[config.mk]
export PLATFORM = sky130hd
export DESIGN_NAME = contador_programa
export DESIGN_NICKNAME = d
export VERILOG_FILES = /design/src/rtl/contador_programa.sv
export SDC_FILE = /design/constraint.sdc
export NUM_CORES = 1
export LEC_CHECK = 0
export CORE_MARGIN = 1.5
export CORE_UTILIZATION = 30
export CTS_BUF_LIST = sky130_fd_sc_hd__clkbuf_8
export DETAILED_ROUTE_END_ITERATION = 10
export PLACE_DENSITY = 0.58
export SYNTH_ARGS = -nofsm -noshare
export SYNTH_HDL_FRONTEND = slang
export SYNTH_SLANG_ARGS = --single-unit
[constraint.sdc]
create_clock -name clk -period 5.2 [get_ports clk]
set_input_delay 1.3 -clock clk [delete_from_list [all_inputs] [get_ports clk]]
set_output_delay 1.3 -clock clk [all_outputs]
set_load 0.03 [all_outputs]
[src/rtl/contador_programa.sv]
// contador_programa -- program counter for a MIPS-style fetch stage.
//
// Holds the current fetch address and advances it by 4 every cycle unless
// the pipeline is stalled or a redirect (taken branch or jump) arrives.
// A redirect that arrives while stalled is buffered and applied on the
// first non-stalled edge. Only word-aligned targets are accepted; a
// misaligned target is dropped and raises a sticky error flag.
//
// Ports:
//   clk            rising-edge clock
//   rst_n          asynchronous active-low reset
//   stall          hazard stall, pc holds while high
//   salto_valido   jump request from decode (one-cycle qualifier)
//   saltoNC        absolute jump target
//   rama_valida    taken-branch request from execute
//   rama_destino   branch target
//   pc             registered fetch address
//   pc4            pc + 4 (combinational)
//   pc4_alto       pc4[31:28], region bits for jump-target formation
//   flush          one-cycle kill of the wrong-path IF/ID instruction
//   pendiente      a redirect is buffered under stall
//   error_alin     sticky misaligned-target flag
//   cuenta_saltos  saturating count of applied redirects

module contador_programa #(
  parameter logic [31:0] PC_RESET = 32'h0000_0000
) (
  input  logic        clk,
  input  logic        rst_n,
  input  logic        stall,
  input  logic        salto_valido,
  input  logic [31:0] saltoNC,
  input  logic        rama_valida,
  input  logic [31:0] rama_destino,
  output logic [31:0] pc,
  output logic [31:0] pc4,
  output logic [3:0]  pc4_alto,
  output logic        flush,
  output logic        pendiente,
  output logic        error_alin,
  output logic [7:0]  cuenta_saltos
);

  typedef enum logic {
    RUN  = 1'b0,
    PEND = 1'b1
  } estado_t;

  estado_t     estado_q, estado_d;
  logic [31:0] pc_q, pc_d;
  logic [31:0] pend_q, pend_d;
  // Records whether the buffered target came from a jump; a younger jump
  // may only replace a buffered jump, never a buffered branch.
  logic        pend_salto_q, pend_salto_d;
  logic        flush_q, flush_d;
  logic        error_q, error_d;
  logic [7:0]  cuenta_q, cuenta_d;

  logic        rama_ok;
  logic        salto_ok;
  logic        desalineado;
  logic        aplicar;

  assign rama_ok     = rama_valida  && (rama_destino[1:0] == 2'b00);
  assign salto_ok    = salto_valido && (saltoNC[1:0]      == 2'b00);
  assign desalineado = (rama_valida  && (rama_destino[1:0] != 2'b00)) ||
                       (salto_valido && (saltoNC[1:0]      != 2'b00));

  // NOTE: every signal written here gets a default first, so no path
  // leaves one unassigned and no latch is inferred.
  always_comb begin
    estado_d     = estado_q;
    pc_d         = pc_q;
    pend_d       = pend_q;
    pend_salto_d = pend_salto_q;
    flush_d      = 1'b0;
    error_d      = error_q | desalineado;
    cuenta_d     = cuenta_q;
    aplicar      = 1'b0;

    unique case (estado_q)
      RUN: begin
        if (rama_ok || salto_ok) begin
          // The branch belongs to the older instruction, so it wins.
          if (stall) begin
            pend_d       = rama_ok ? rama_destino : saltoNC;
            pend_salto_d = !rama_ok;
            estado_d     = PEND;
          end else begin
            pc_d    = rama_ok ? rama_destino : saltoNC;
            aplicar = 1'b1;
          end
        end else if (!stall) begin
          pc_d = pc_q + 32'd4;
        end
      end

      PEND: begin
        // Work out what the buffer would hold after this cycle's requests,
        // then either keep it (still stalled) or apply it.
        if (rama_ok) begin
          pend_d       = rama_destino;
          pend_salto_d = 1'b0;
        end else if (salto_ok && pend_salto_q) begin
          pend_d       = saltoNC;
          pend_salto_d = 1'b1;
        end

        if (!stall) begin
          pc_d         = pend_d;
          aplicar      = 1'b1;
          estado_d     = RUN;
          pend_d       = 32'h0000_0000;
          pend_salto_d = 1'b0;
        end
      end

      default: estado_d = RUN;
    endcase

    if (aplicar) begin
      flush_d = 1'b1;
      if (cuenta_q != 8'hFF) begin
        cuenta_d = cuenta_q + 8'd1;
      end
    end
  end

  // NOTE: state registers use non-blocking assignments so every flop
  // samples the values from before the edge, independent of statement order.
  // NOTE: the pending-target register is reset too; a buffered redirect
  // must not survive reset, and its contents feed pc directly.
  always_ff @(posedge clk or negedge rst_n) begin
    if (!rst_n) begin
      estado_q     <= RUN;
      pc_q         <= PC_RESET;
      pend_q       <= 32'h0000_0000;
      pend_salto_q <= 1'b0;
      flush_q      <= 1'b0;
      error_q      <= 1'b0;
      cuenta_q     <= 8'h00;
    end else begin
      estado_q     <= estado_d;
      pc_q         <= pc_d;
      pend_q       <= pend_d;
      pend_salto_q <= pend_salto_d;
      flush_q      <= flush_d;
      error_q      <= error_d;
      cuenta_q     <= cuenta_d;
    end
  end

  assign pc            = pc_q;
  assign pc4           = pc_q + 32'd4;
  assign pc4_alto      = pc4[31:28];
  assign flush         = flush_q;
  assign pendiente     = (estado_q == PEND);
  assign error_alin    = error_q;
  assign cuenta_saltos = cuenta_q;

endmodule

==> results.toml <==
[run_status]
status = "finished, final reports clean"

[die]
die_h_um = 139
dieWidth_um = 139
die_area_um2 = 19200
core_area_um2 = 18000
pin_count = 148
start_util_pct = 30.6
rows = 49

[place]
post-place-ws_ps = 1060
placed_cell_area_um2 = 7070
io_buffers = 147
dp.cells = 1001
dp_hpwl_mm = 14.8
gp_congestion = 0.837

[yosys]
netlist_area_um2 = 5520
yosysWarnings = 0
synth_cell_types = 73
avgSynthCellArea_um2 = 8.25
synth-edff-count = 0
async_flop_share_pct = 100
syn_inst = 669
synth-seq-cells = 76
ys.flop_type = "dfrtp_1"
seq_area_frac_synth_pct = 34.5
synth_nets = 740

[drt]
antenna_left = 0
drt-total-wl_mm = 20.2
route.detailed.drc = 0
dr.pass1.iters = 8
vias = 5695
met3_length_mm = 1.38
wl_met1_mm = 9.33
top_layer = "met4"
met2WireLength_mm = 9.20
wire_per_inst_um = 19.9
first_iter_violations = 724
post_drt_via_cell_ratio = 5.60

[worst_setup_path]
worstSetupPathType = "reg -> out"
cp_max_fo = 15
critical_path_arrival_ps = 3220
required_ps = 3900
critical_path.endpoint_type = "output pin"
r2r_cells = 6
cp-start-kind = "register"

[global_route]
first_global_vias = 5352
grt_max_degree = 60
grt_usage_pct = 20.9
grt_pass1_wl_mm = 31.5
antenna_found_initial = 0
gr-total-overflow = 0

[timing]
hold_viol = 0
period_needed_ps = 4520
whs_ps = 490
rsz0062_at_grt = "false"
min_period_over_period_pct = 86.9
relSlewSlack_pct = 31.0
fin_skew_ps = 10.5
fmax_mhz = 221
setup_viol = 0
worstMarginPinSlew_ps = 1030
drv_slew = 0
fin_ws_ps = 681
finalSetupTns_ps = 0

[clock_tree]
insertion_delay_ps = 370
htreeDepth = 3
clk_root_buffer_cell = "clkbuf_8"
tritoncts = "built"
cts.clk_slew.worst_paths_ps = 90
postCtsHoldBufs = 0
cts_resized = 0
cts_buffer_depth = 2
cts_sinks = 76
post_cts_buffers = 0
cts-buffers-inserted = 9

[worst_hold_path]
hold_depth = 1
hp-class = "reg -> reg"

[finish]
finalNonFillerCells = 1017
final_area_um2 = 7270
final_nets = 854
layout_common_cells = "146 x clkdlybuf4s50_1, 109 x nand2_1, 76 x dfrtp_1"
diodes = 0
drive_above_1_share_pct = 7.23
final_common_cell = "clkdlybuf4s50_1"
syn_to_final_growth_pct = 31.7

[power]
p_per_area_nw_per_um2 = 371
p_leak_nw = 3.00
peakVddDrop_uv = 177

[job]
cap_violations = 0
through the flow:
stage / power [mW] / utilization, %
after floorplan: 1.66 / -
after detailed placement: 2.22 / 39.2
after global placement: 2.22 / 39.2
after global routing: 2.84 / 40.3
final: 2.70 / 40.3
after CTS: 2.70 / 40.3
synthesized netlist by cell type, types with 3 or more instances:
master | number | area (um2)
a222oi_1 | 9 | 90.1
mux2i_1 | 21 | 210
a21oi_1 | 47 | 235
o2bb2ai_1 | 8 | 70.1
o21ai_0 | 21 | 105
a311oi_1 | 3 | 26.3
a31oi_1 | 12 | 75.1
nor3_1 | 12 | 60.1
o211ai_1 | 4 | 30.0
and2_1 | 6 | 37.5
nor4_4 | 5 | 106
nand3_1 | 30 | 150
xor2_1 | 15 | 131
o41ai_1 | 3 | 26.3
a221oi_1 | 3 | 26.3
o31ai_1 | 3 | 22.5
and4_1 | 3 | 26.3
buf_2 | 15 | 75.1
inv_1 | 20 | 75.1
buf_4 | 8 | 60.1
a221o_1 | 6 | 60.1
buf_6 | 7 | 78.8
nand2_1 | 109 | 409
nor2_1 | 69 | 259
o22ai_1 | 12 | 75.1
or3_1 | 4 | 25.0
o32ai_1 | 10 | 87.6
dfrtp_1 | 76 | 1900
xnor2_1 | 18 | 158
nand4_1 | 9 | 56.3
o21a_1 | 12 | 90.1
o221ai_1 | 11 | 96.3
or4b_2 | 3 | 30.0
clkbuf_1 | 23 | 86.3
a32o_1 | 3 | 30.0
report_power, final:
part	internal (mW)	switching (mW)
Combinational	0.552	0.771
Clock	0.224	0.257
Sequential	0.722	0.170
cell families (layout without fill, tap and decap cells):
family | count (synthesis) | count (layout) | share of synthesized area (%)
muxes | 22 | 22 | 4.01
DFF | 76 | 76 | 34.5
adders and majority gates | 2 | 2 | 0.453
and+or+nand+nor | 272 | 272 | 24.8
AOI/OAI and AO/OA | 188 | 188 | 24.0
buffers and inverters | 76 | 195 | 7.01
xor gates and xnor gates | 33 | 33 | 5.24
critical path: stages (launching register included):
cell             delay [ps]
dfrtp_1                 510
ha_1                    290
nand3_1                 110
or2_1                   540
nor4_4                  360
xor2_1                  300
clkdlybuf4s50_1         730
layout make-up:
| class | count | area (um2) |
|---|---|---|
| inverter | 21 | 78.8 |
| clock buffer | 9 | 124 |
| tap | 229 | 287 |
| multi-input combinational | 517 | 3250 |
| timing repair buffer | 158 | 1550 |
| clock inverter | 7 | 76.3 |
| sequential | 76 | 1900 |
| fill | 1839 | 10800 |
final timing paths:
check	from	end	slack [ps]
worst min register to register	error_alin	error_alin	490
min in group asynchronous	rst_n	pend_q[4]	880
max in group asynchronous	rst_n	pc[22]	3370
worst max register to register	pendiente	pc[14]	2410
worst min-delay path	error_alin	error_alin	490
worst max-delay path	pc[2]	pc4[24]	680
state kept, by name, indices dropped and copies added (netlist names):
| register | count |
|---|---|
| error_alin | 1 |
| flush | 1 |
| cuenta_saltos | 8 |
| pend_salto_q | 1 |
| pc | 32 |
| pend_q | 32 |
| pendiente | 1 |
routing by layer:
layer | up-vias | track usage (%)
li1 | 2700 | -
met1 | 2746 | 31.2
met2 | 233 | 31.4
met3 | 16 | 3.11
met4 | 0 | 5.70
met5 | - | 0
No activity file was read; power rests on OpenSTA's default activity.
